**src/rtl/timer_display_driver_pkg.sv**
```systemverilog
// Shared types and constants for the timer display driver: conversion FSM states,
// active-low 7-segment codes and the digit encoder.
package timer_disp_pkg;

  typedef enum logic [1:0] {
    StIdle,
    StShift,
    StCommit
  } conv_state_e;

  localparam int unsigned IdxW = 2;

  // Segment order is {g,f,e,d,c,b,a}; a 0 lights the segment.
  localparam logic [6:0] SEG_0     = 7'b1000000;
  localparam logic [6:0] SEG_1     = 7'b1111001;
  localparam logic [6:0] SEG_2     = 7'b0100100;
  localparam logic [6:0] SEG_3     = 7'b0110000;
  localparam logic [6:0] SEG_4     = 7'b0011001;
  localparam logic [6:0] SEG_5     = 7'b0010010;
  localparam logic [6:0] SEG_6     = 7'b0000010;
  localparam logic [6:0] SEG_7     = 7'b1111000;
  localparam logic [6:0] SEG_8     = 7'b0000000;
  localparam logic [6:0] SEG_9     = 7'b0010000;
  localparam logic [6:0] SEG_DASH  = 7'b0111111;
  localparam logic [6:0] SEG_BLANK = 7'h7F;

  function automatic logic [6:0] seg_encode(input logic [3:0] digit);
    logic [6:0] seg;
    case (digit)
      4'd0:    seg = SEG_0;
      4'd1:    seg = SEG_1;
      4'd2:    seg = SEG_2;
      4'd3:    seg = SEG_3;
      4'd4:    seg = SEG_4;
      4'd5:    seg = SEG_5;
      4'd6:    seg = SEG_6;
      4'd7:    seg = SEG_7;
      4'd8:    seg = SEG_8;
      4'd9:    seg = SEG_9;
      default: seg = SEG_BLANK;
    endcase
    return seg;
  endfunction

endpackage

```
**src/rtl/timer_display_driver_bin2bcd_serial.sv**
```systemverilog
// Serial 8-bit binary to 3-digit BCD converter (shift-add-3), one bit per clock.
// A start pulse loads the operand; the result is stable 8 clocks later.
module bin2bcd_serial
  import timer_disp_pkg::*;
(
  input  logic        clk,
  input  logic        rst_n,
  input  logic        start,
  input  logic [7:0]  bin,
  output logic [11:0] bcd,
  output logic        over99
);

  logic [7:0]  bin_q;
  logic [11:0] bcd_q;
  logic [3:0]  step_q;
  logic        over99_q;
  logic [11:0] adj;
  logic [19:0] shifted;

  always_comb begin
    adj = bcd_q;
    for (int i = 0; i < 3; i++) begin
      if (bcd_q[4*i +: 4] >= 4'd5) begin
        adj[4*i +: 4] = bcd_q[4*i +: 4] + 4'd3;
      end
    end
    shifted = {adj, bin_q} << 1;
  end

  always_ff @(posedge clk or negedge rst_n) begin
    if (!rst_n) begin
      bin_q    <= '0;
      bcd_q    <= '0;
      step_q   <= 4'd8;
      over99_q <= 1'b0;
    end else if (start) begin
      bin_q    <= bin;
      bcd_q    <= '0;
      step_q   <= '0;
      over99_q <= (bin > 8'd99);
    end else if (step_q != 4'd8) begin
      bcd_q  <= shifted[19:8];
      bin_q  <= shifted[7:0];
      step_q <= step_q + 4'd1;
    end
  end

  assign bcd    = bcd_q;
  assign over99 = over99_q;

endmodule

```
**src/rtl/timer_display_driver.sv**
```systemverilog
// Display stage for the timer core: converts the two binary time fields to BCD
// and scans them onto a 4-digit multiplexed common-anode 7-segment display.
module timer_display_driver
  import timer_disp_pkg::*;
#(
  parameter int unsigned SCAN_DIV   = 1,
  parameter bit          LEAD_BLANK = 1'b1
) (
  input  logic       clk,
  input  logic       rst_n,
  input  logic [7:0] msb_bin,
  input  logic [7:0] lsb_bin,
  output logic       busy,
  output logic [6:0] seg_n,
  output logic       dp_n,
  output logic [3:0] an_n
);

  localparam int unsigned DivW = (SCAN_DIV > 1) ? $clog2(SCAN_DIV) : 1;

  conv_state_e state_q;
  logic [2:0]  cnt_q;
  logic        valid_q;
  logic [7:0]  msb_cap_q, lsb_cap_q;
  logic [3:0]  msb_tens_q, msb_ones_q, lsb_tens_q, lsb_ones_q;
  logic        msb_err_q, lsb_err_q;
  logic        start;

  logic [11:0] msb_bcd, lsb_bcd;
  logic        msb_over, lsb_over;

  logic [DivW-1:0] div_q;
  logic [IdxW-1:0] idx_q;
  logic [6:0]      seg_d;
  logic [3:0]      an_d;
  logic            dp_d;

  // The converters load straight from the inputs on the capture edge.
  assign start = (state_q == StIdle) &&
                 (!valid_q || ({msb_bin, lsb_bin} != {msb_cap_q, lsb_cap_q}));

  bin2bcd_serial u_msb_conv (
    .clk    (clk),
    .rst_n  (rst_n),
    .start  (start),
    .bin    (msb_bin),
    .bcd    (msb_bcd),
    .over99 (msb_over)
  );

  bin2bcd_serial u_lsb_conv (
    .clk    (clk),
    .rst_n  (rst_n),
    .start  (start),
    .bin    (lsb_bin),
    .bcd    (lsb_bcd),
    .over99 (lsb_over)
  );

  always_ff @(posedge clk or negedge rst_n) begin
    if (!rst_n) begin
      state_q    <= StIdle;
      cnt_q      <= '0;
      valid_q    <= 1'b0;
      msb_cap_q  <= '0;
      lsb_cap_q  <= '0;
      busy       <= 1'b0;
      msb_tens_q <= '0;
      msb_ones_q <= '0;
      lsb_tens_q <= '0;
      lsb_ones_q <= '0;
      msb_err_q  <= 1'b0;
      lsb_err_q  <= 1'b0;
    end else begin
      case (state_q)
        StIdle: begin
          if (start) begin
            msb_cap_q <= msb_bin;
            lsb_cap_q <= lsb_bin;
            cnt_q     <= '0;
            busy      <= 1'b1;
            state_q   <= StShift;
          end
        end
        StShift: begin
          if (cnt_q == 3'd7) begin
            state_q <= StCommit;
          end else begin
            cnt_q <= cnt_q + 3'd1;
          end
        end
        StCommit: begin
          msb_tens_q <= msb_bcd[7:4];
          msb_ones_q <= msb_bcd[3:0];
          lsb_tens_q <= lsb_bcd[7:4];
          lsb_ones_q <= lsb_bcd[3:0];
          msb_err_q  <= msb_over || (msb_bcd[11:8] != 4'd0);
          lsb_err_q  <= lsb_over || (lsb_bcd[11:8] != 4'd0);
          valid_q    <= 1'b1;
          busy       <= 1'b0;
          state_q    <= StIdle;
        end
        default: state_q <= StIdle;
      endcase
    end
  end

  always_comb begin
    seg_d = SEG_BLANK;
    an_d  = 4'hF;
    dp_d  = 1'b1;
    unique case (idx_q)
      2'd0: begin
        an_d  = 4'b1110;
        seg_d = lsb_err_q ? SEG_DASH : seg_encode(lsb_ones_q);
      end
      2'd1: begin
        an_d  = 4'b1101;
        seg_d = lsb_err_q ? SEG_DASH : seg_encode(lsb_tens_q);
      end
      2'd2: begin
        an_d  = 4'b1011;
        dp_d  = 1'b0;
        seg_d = msb_err_q ? SEG_DASH : seg_encode(msb_ones_q);
      end
      2'd3: begin
        an_d = 4'b0111;
        if (msb_err_q) begin
          seg_d = SEG_DASH;
        end else if (LEAD_BLANK && (msb_tens_q == 4'd0)) begin
          seg_d = SEG_BLANK;
        end else begin
          seg_d = seg_encode(msb_tens_q);
        end
      end
      default: ;
    endcase
  end

  always_ff @(posedge clk or negedge rst_n) begin
    if (!rst_n) begin
      div_q <= '0;
      idx_q <= '0;
      seg_n <= SEG_BLANK;
      an_n  <= 4'hF;
      dp_n  <= 1'b1;
    end else begin
      if (div_q == DivW'(SCAN_DIV - 1)) begin
        div_q <= '0;
        idx_q <= idx_q + 1'b1;
      end else begin
        div_q <= div_q + 1'b1;
      end
      seg_n <= seg_d;
      an_n  <= an_d;
      dp_n  <= dp_d;
    end
  end

endmodule

```
**config.mk**
```make
export PLATFORM = sky130hd
export DESIGN_NAME = timer_display_driver
export DESIGN_NICKNAME = d
export VERILOG_FILES = /design/src/rtl/timer_display_driver_pkg.sv /design/src/rtl/timer_display_driver_bin2bcd_serial.sv /design/src/rtl/timer_display_driver.sv
export SDC_FILE = /design/constraint.sdc
export NUM_CORES = 1
export LEC_CHECK = 0
export ABC_CLOCK_PERIOD_IN_PS = 5400
export CAP_MARGIN = 10
export CORE_ASPECT_RATIO = 1.5
export CORE_MARGIN = 1.5
export CORE_UTILIZATION = 35
export DETAILED_ROUTE_END_ITERATION = 10
export PLACE_DENSITY = 0.5
export SYNTH_ARGS = -nofsm -noshare
export SYNTH_HDL_FRONTEND = slang
export SYNTH_HIERARCHICAL = 1
export SYNTH_SLANG_ARGS = --single-unit
```
**constraint.sdc**
```tcl
create_clock -name clk -period 5.4 [get_ports clk]
set_input_delay 1.08 -clock clk [delete_from_list [all_inputs] [get_ports clk]]
set_output_delay 1.08 -clock clk [all_outputs]
set_load 0.05 [all_outputs]
```
==> results of run 1 <==
==> metrics by stage <==
step                      instances  instance area (µm²)  total power [mW]  worst slack, ps  hold WS [ps]
after global routing            831                 6610              3.86             1720           486
after detailed placement        816                 6340              2.94             1620           456
final                           831                 6610              3.53             1970           488
after CTS                       831                 6610              3.58             1960           479
after global placement          816                 6340              2.90             1660           467
after floorplan                 604                 5910              2.59             2530           439
==> state kept, by name, summed over array words and instances (netlist names), 2 cells and up <==
register	cells
an_n	4
u_msb_conv/step_q	4
u_msb_conv/bin_q	8
lsb_ones_q	4
state_q	2
u_lsb_conv/bin_q	8
msb_tens_q	4
msb_ones_q	4
cnt_q	3
lsb_cap_q	8
u_lsb_conv/bcd	12
lsb_tens_q	4
idx_q	2
seg_n	7
u_msb_conv/bcd	12
u_lsb_conv/step_q	4
msb_cap_q	8
==> final cells by class <==
class / count / area [µm²] / share of cell area
repair buffers: 33 / 333 / 0.0503
inverters: 37 / 139 / 0.0210
clock inverters: 6 / 50.0 / 0.00757
clock buffers: 9 / 225 / 0.0341
multi-input cells: 431 / 2960 / 0.447
flip-flops and latches: 105 / 2650 / 0.400
well taps: 210 / 263 / 0.0397
==> worst register-to-register path, cell delays in order, from the launching register on <==
cell     delay (ps)
dfrtp_1         410
nor2_1          510
o21a_2          850
buf_12          330
nor3_1          120
a211o_1         320
==> logic make-up (layout without fill, tap and decap cells) <==
logic type,Yosys count,count (layout)
buf+inv,68,85
compound gates,144,144
mux,40,40
simple gates,179,179
flops,105,105
xor+xnor,23,23
fa+ha+maj,45,45
==> layer usage <==
| layer | routed length [µm] | up-vias | part of all wire |
|---|---|---|---|
| met5 | 0 | - | 0 |
| met2 | 6010 | 61 | 0.52 |
| li1 | - | 2131 | - |
| met3 | 308 | 9 | 0.027 |
| met1 | 5010 | 2045 | 0.44 |
| met4 | 159 | 0 | 0.014 |
==> placed cells by master, fill, tap and decap left out, types with 9 or more instances in the layout <==
master / n
nor2_1: 40
dfstp_2: 14
clkbuf_16: 9
inv_1: 37
nand2b_1: 18
mux2_2: 19
a21oi_1: 41
dfrtp_1: 91
xor2_1: 17
clkdlybuf4s50_1: 29
o21ai_0: 62
nor3_1: 16
ha_1: 45
nor3b_1: 11
nand3_1: 11
mux2i_1: 17
nand2_1: 50
==> worst paths after layout <==
check | from | endpoint | slack (ps)
max | msb_bin[5] | u_msb_conv/bcd[1] | 1970
min | valid_q | valid_q | 490
max reg2reg | state_q[0] | u_msb_conv/bcd[2] | 2750
min reg2reg | valid_q | valid_q | 490
max in group asynchronous | rst_n | msb_ones_q[3] | 3490
min in group asynchronous | rst_n | idx_q[0] | 800
==> power breakdown <==
part | leakage [nW] | switching (mW) | internal, mW
Sequential | 1.27 | 0.306 | 1.13
Combinational | 1.45 | 0.800 | 0.681
Clock | 0.129 | 0.303 | 0.317
Total | 2.84 | 1.41 | 2.13
==> reports/qor.yml, run 1 <==
status:
  status: "finished clean"
global_routing:
  grt.total_usage: 0.138
  grt_max_degree: 58
  antenna_found_initial: 0
  grtUsageMet2: 0.255
  grt-ovfl-total: 0
  grt_pass1_wl_um: 19700
  met3_usage: 0.0197
  grt_pass1_vias: 4229
  grt_use_met1: 0.161
  grt-busiest-layer: "met2"
clock_tree:
  cts_buffer_depth: 2
  cts.sinks: 105
  clkTransAtPathRegs_ps: 70
  htreeDepth: 3
  insertion_delay_ps: 340
  post_cts_buffers: 0
  cts_tree: "yes"
  cts_buffers: 9
  cts-root-buf: "clkbuf_16"
  cts_hold_buffers: 0
  post_cts_resize_count: 0
synthesis:
  synth_commonest_cells: "dfrtp_1 (91), o21ai_0 (62), nand2_1 (50), ha_1 (45), a21oi_1 (41)"
  syn_nets: 667
  synth.most_common_cell: "dfrtp_1"
  synthAdderAreaFrac: 0.0953
  yosysTopAreaCellShare: 0.386
  postSynthCellCount: 604
  synth_edf_count: 0
  synthSimpleGateAreaFrac: 0.153
  synthTopCellsByArea: "dfrtp_1 (39%), ha_1 (9.5%), dfstp_2 (6.2%)"
  synth_area_mm2: 0.00591
  async_flop_share: 1.00
  ys_dominant_reg_cell: "dfrtp_1"
  synth_top_family_by_area: "simple AND/OR/NAND/NOR gates"
  ys_types: 51
  synth_xor_area_frac: 0.0341
  ys_ff_latch: 105
  yosys.area.top_type: "dfrtp_1"
  ys_seq_area_frac: 0.448
  synth_compound_area_frac: 0.143
  synthMuxAreaShare: 0.0752
  syn_avg_cell_area_um2: 9.78
  yosysWarnings: 6
routing:
  drc_errors: 0
  detail_route.vias_per_cell: 5.11
  wirelength_um: 11500
  antenna_left: 0
  wl_per_cell_um: 13.8
  drtIter0Drc: 158
  dr.pass1.iters: 4
  vias: 4246
sta:
  fin_worst_skew_ps: 12.9
  tns_ps: 0
  tightest_slew_ps: 904
  drv_slew: 0
  fmax_ghz: 0.292
  min_period_ps: 3430
  grt_setup_unrepaired: "no"
  slew_headroom: 0.397
  timing.final.crit_share: 0.634
  finalSetupViolCount: 0
  hold_violations: 0
floorplan:
  initial_utilization: 0.355
  die_area_mm2: 0.0177
  num_rows: 58
  die_y_um: 162
  pin_count: 31
  core_mm2: 0.0166
  die_width_um: 109
layout:
  antenna_cells: 0
  post-route-util: 0.398
  n_fill_cell: 1655
  drive_gt1_frac: 0.0998
  nNetsFinal: 680
  area_growth_pct: 12.0
critical_path:
  r2r_cells: 5
  cpPeakStageDelay_ps: 530
  worst-path-buf-inv: 2
  end_kind: "flop"
  cpMaxStageDelayCell: "or4_1"
  start_kind: "input pin"
  worst-setup-path-type: "in -> reg"
  crit_arrival_ps: 3640
  worstPathCellList: "clkdlybuf4s50_1 -> xor2_1 -> nor4_1 -> nand3_1 -> o21a_2 -> buf_12 -> or4_1 -> o311ai_0"
  cp_top_family: "simple AND/OR/NAND/NOR gates"
  worstSetupPathDepth: 8
  cp_max_fo: 54
  cp.required_ps: 5610
power:
  irDropWorstVdd_mv: 0.194
  p_per_area_mw_per_mm2: 534
  p_leak_nw: 2.84
job:
  drv_cap: 0
placed_design:
  place_hpwl_um: 7910
  place_congestion: 0.778
  port_buffers: 30
min_path:
  hold_depth: 1
  hold_path.class: "reg -> reg"
Note: power is estimated with default switching activity, not from simulation.
==> run 2: changes to the inputs <==
--- a/config.mk
+++ b/config.mk
@@ -5,7 +5,7 @@
 export SDC_FILE = /design/constraint.sdc
 export NUM_CORES = 1
 export LEC_CHECK = 0
-export ABC_CLOCK_PERIOD_IN_PS = 5400
+export ABC_CLOCK_PERIOD_IN_PS = 3200
 export CAP_MARGIN = 10
 export CORE_ASPECT_RATIO = 1.5
 export CORE_MARGIN = 1.5
==> constraint.sdc (replaced) <==
create_clock -name clk -period 3.2 [get_ports clk]
set_input_delay 0.64 -clock clk [delete_from_list [all_inputs] [get_ports clk]]
set_output_delay 0.64 -clock clk [all_outputs]
set_load 0.05 [all_outputs]
==> run 2 against run 1 <==
Effect of this change: non-clock buffer count grew 9; register-to-register slack lost 1700 ps; sequential share of layout area down 0.73 points; clock power rose by 95%; sequential power up 69%.
==> reports/qor.yml, run 2 (same netlist as run 1, synthesis figures left out) <==
critical_path:
  crit_arrival_ps: 2850  # -790 ps
  cpPeakStageDelay_ps: 550  # +20 ps
  startpoint: "msb_bin[2]"
  cp.required_ps: 3440  # -2170 ps
  cp_top_family: "buffers and inverters"
  cp_max_fo: 32  # -41%
  cpMaxStageDelayCell: "clkdlybuf4s50_1"
  r2r_start: "msb_cap_q[2]"
  worst-setup-path-type: "in -> reg"
  worst-path-buf-inv: 2  # unchanged
  start_kind: "input pin"
  end_kind: "flop"
  worstPathCellList: "clkdlybuf4s50_1 -> xor2_1 -> nor4_1 -> nand3_1 -> o21a_2 -> buf_4 -> nor3_1 -> a211o_1"
clock_tree:
  post_cts_buffers: 0  # unchanged
  cts_tree: "yes"
  cts_buffer_depth: 2  # unchanged
  htreeDepth: 3  # unchanged
  cts_buffers: 9  # unchanged
  insertion_delay_ps: 350  # about the same
  cts-root-buf: "clkbuf_16"
  post_cts_resize_count: 0  # unchanged
  cts_hold_buffers: 0  # unchanged
  cts.sinks: 105  # unchanged
  clkTransAtPathRegs_ps: 70  # about the same
status:
  status: "finished clean"
placed_design:
  place_hpwl_um: 8240  # +4.2%
  place_congestion: 0.801  # +2.9%
  dp.cells: 825  # +1.1%
  port_buffers: 30  # unchanged
power:
  p_leak_nw: 2.92  # +2.8%
  irDropWorstVdd_mv: 0.403  # +110%
  power_mw: 6.16  # +74%
  p_per_area_mw_per_mm2: 914  # +71%
sta:
  timing.final.crit_share: 0.817
  fin_worst_skew_ps: 8.56  # -4.35 ps
  hold_ws_ps: 302  # -186 ps
  slew_headroom: 0.378  # -0.0197
  drv_slew: 0  # unchanged
  finalSetupViolCount: 0  # unchanged
  fmax_ghz: 0.382
  tightest_slew_ps: 929  # +25.4 ps
  grt_setup_unrepaired: "no"
  tns_ps: 0  # unchanged
  hold_violations: 0  # unchanged
  min_period_ps: 2620
min_path:
  hold_path.class: "in -> async"
routing:
  drc_errors: 0  # unchanged
  drtIter0Drc: 165  # +4.4%
  antenna_left: 0  # unchanged
  detail_route.vias_per_cell: 5.11  # about the same
  dr.pass1.iters: 4  # unchanged
  wl_per_cell_um: 13.8  # -0.26%
  wirelength_um: 11600  # +0.94%
  vias: 4297  # +1.2%
floorplan:
  num_rows: 58  # unchanged
  die_y_um: 162  # unchanged
  initial_utilization: 0.355  # unchanged
  die_width_um: 109  # unchanged
  core_mm2: 0.0166  # unchanged
  die_area_mm2: 0.0177  # unchanged
  pin_count: 31  # unchanged
global_routing:
  grt_pass1_wl_um: 19600  # -0.81%
  grt_pass1_vias: 4190  # -0.92%
  grt_max_degree: 50  # -14%
  antenna_found_initial: 0  # unchanged
  grt-ovfl-total: 0  # unchanged
  grt.total_usage: 0.140  # +0.00189
layout:
  nNetsFinal: 689  # +1.3%
  mostFrequentLayoutCells: "dfrtp_1 (91), o21ai_0 (62), nand2_1 (50), ha_1 (45), a21oi_1 (41)"
  drive_gt1_frac: 0.114  # +0.0143
  antenna_cells: 0  # unchanged
  instances_no_fill: 841  # +1.2%
  post-route-util: 0.405  # +0.00738
  final_common_cell: "dfrtp_1"
  area_growth_pct: 14.0
job:
  drv_cap: 0  # unchanged
## run 2: power by group
| part | total, mW | internal, mW | switching [mW] |
|---|---|---|---|
| registers | 2.41 | 1.90 | 0.513 |
| clock network | 1.21 | 0.726 | 0.483 |
| logic | 2.54 | 1.17 | 1.36 |
| total | 6.16 | 3.80 | 2.36 |
## run 2: path summary, 6_finish.rpt
check                                        to  slack, ps  cells after the start
max                          u_lsb_conv/bcd[10]        580                      8
min                               lsb_tens_q[3]        300                      1
max reg2reg                  u_lsb_conv/bcd[10]       1020                      7
min reg2reg                             valid_q        490                      1
max in group asynchronous  u_lsb_conv/step_q[3]       2110                      2
min in group clk                        valid_q        490                      1
## run 2: final cells by class
cell class | count | area (µm²)
fill | 1666 | 9880
clock buffer | 11 | 253
multi-input combinational | 431 | 2960
inverter | 37 | 139
tap | 210 | 263
sequential | 105 | 2650
clock inverter | 5 | 77.6
timing repair buffer | 42 | 400
## run 2: metal layers
| layer | global-route usage | vias up | wire, µm |
|---|---|---|---|
| li1 | - | 2152 | - |
| met1 | 0.162 | 2064 | 5100 |
| met2 | 0.246 | 63 | 5850 |
| met3 | 0.0185 | 18 | 290 |
| met4 | 0.0748 | 0 | 357 |
| met5 | 0 | - | 0 |
## run 2: worst reg2reg max path, stage by stage (launching register included)
cell,delay [ps]
dfrtp_1,400
xor2_1,220
nor4_1,80
nand3_1,80
o21a_2,520
buf_4,360
nor3_1,90
a211o_1,310
## run 2: stage by stage
step | setup WS, ps | cell area [µm²]
CTS | 565 | 6740
global route | 392 | 6740
detailed placement | 151 | 6400
global placement | 201 | 6400
finish | 585 | 6740
floorplan | 774 | 5910
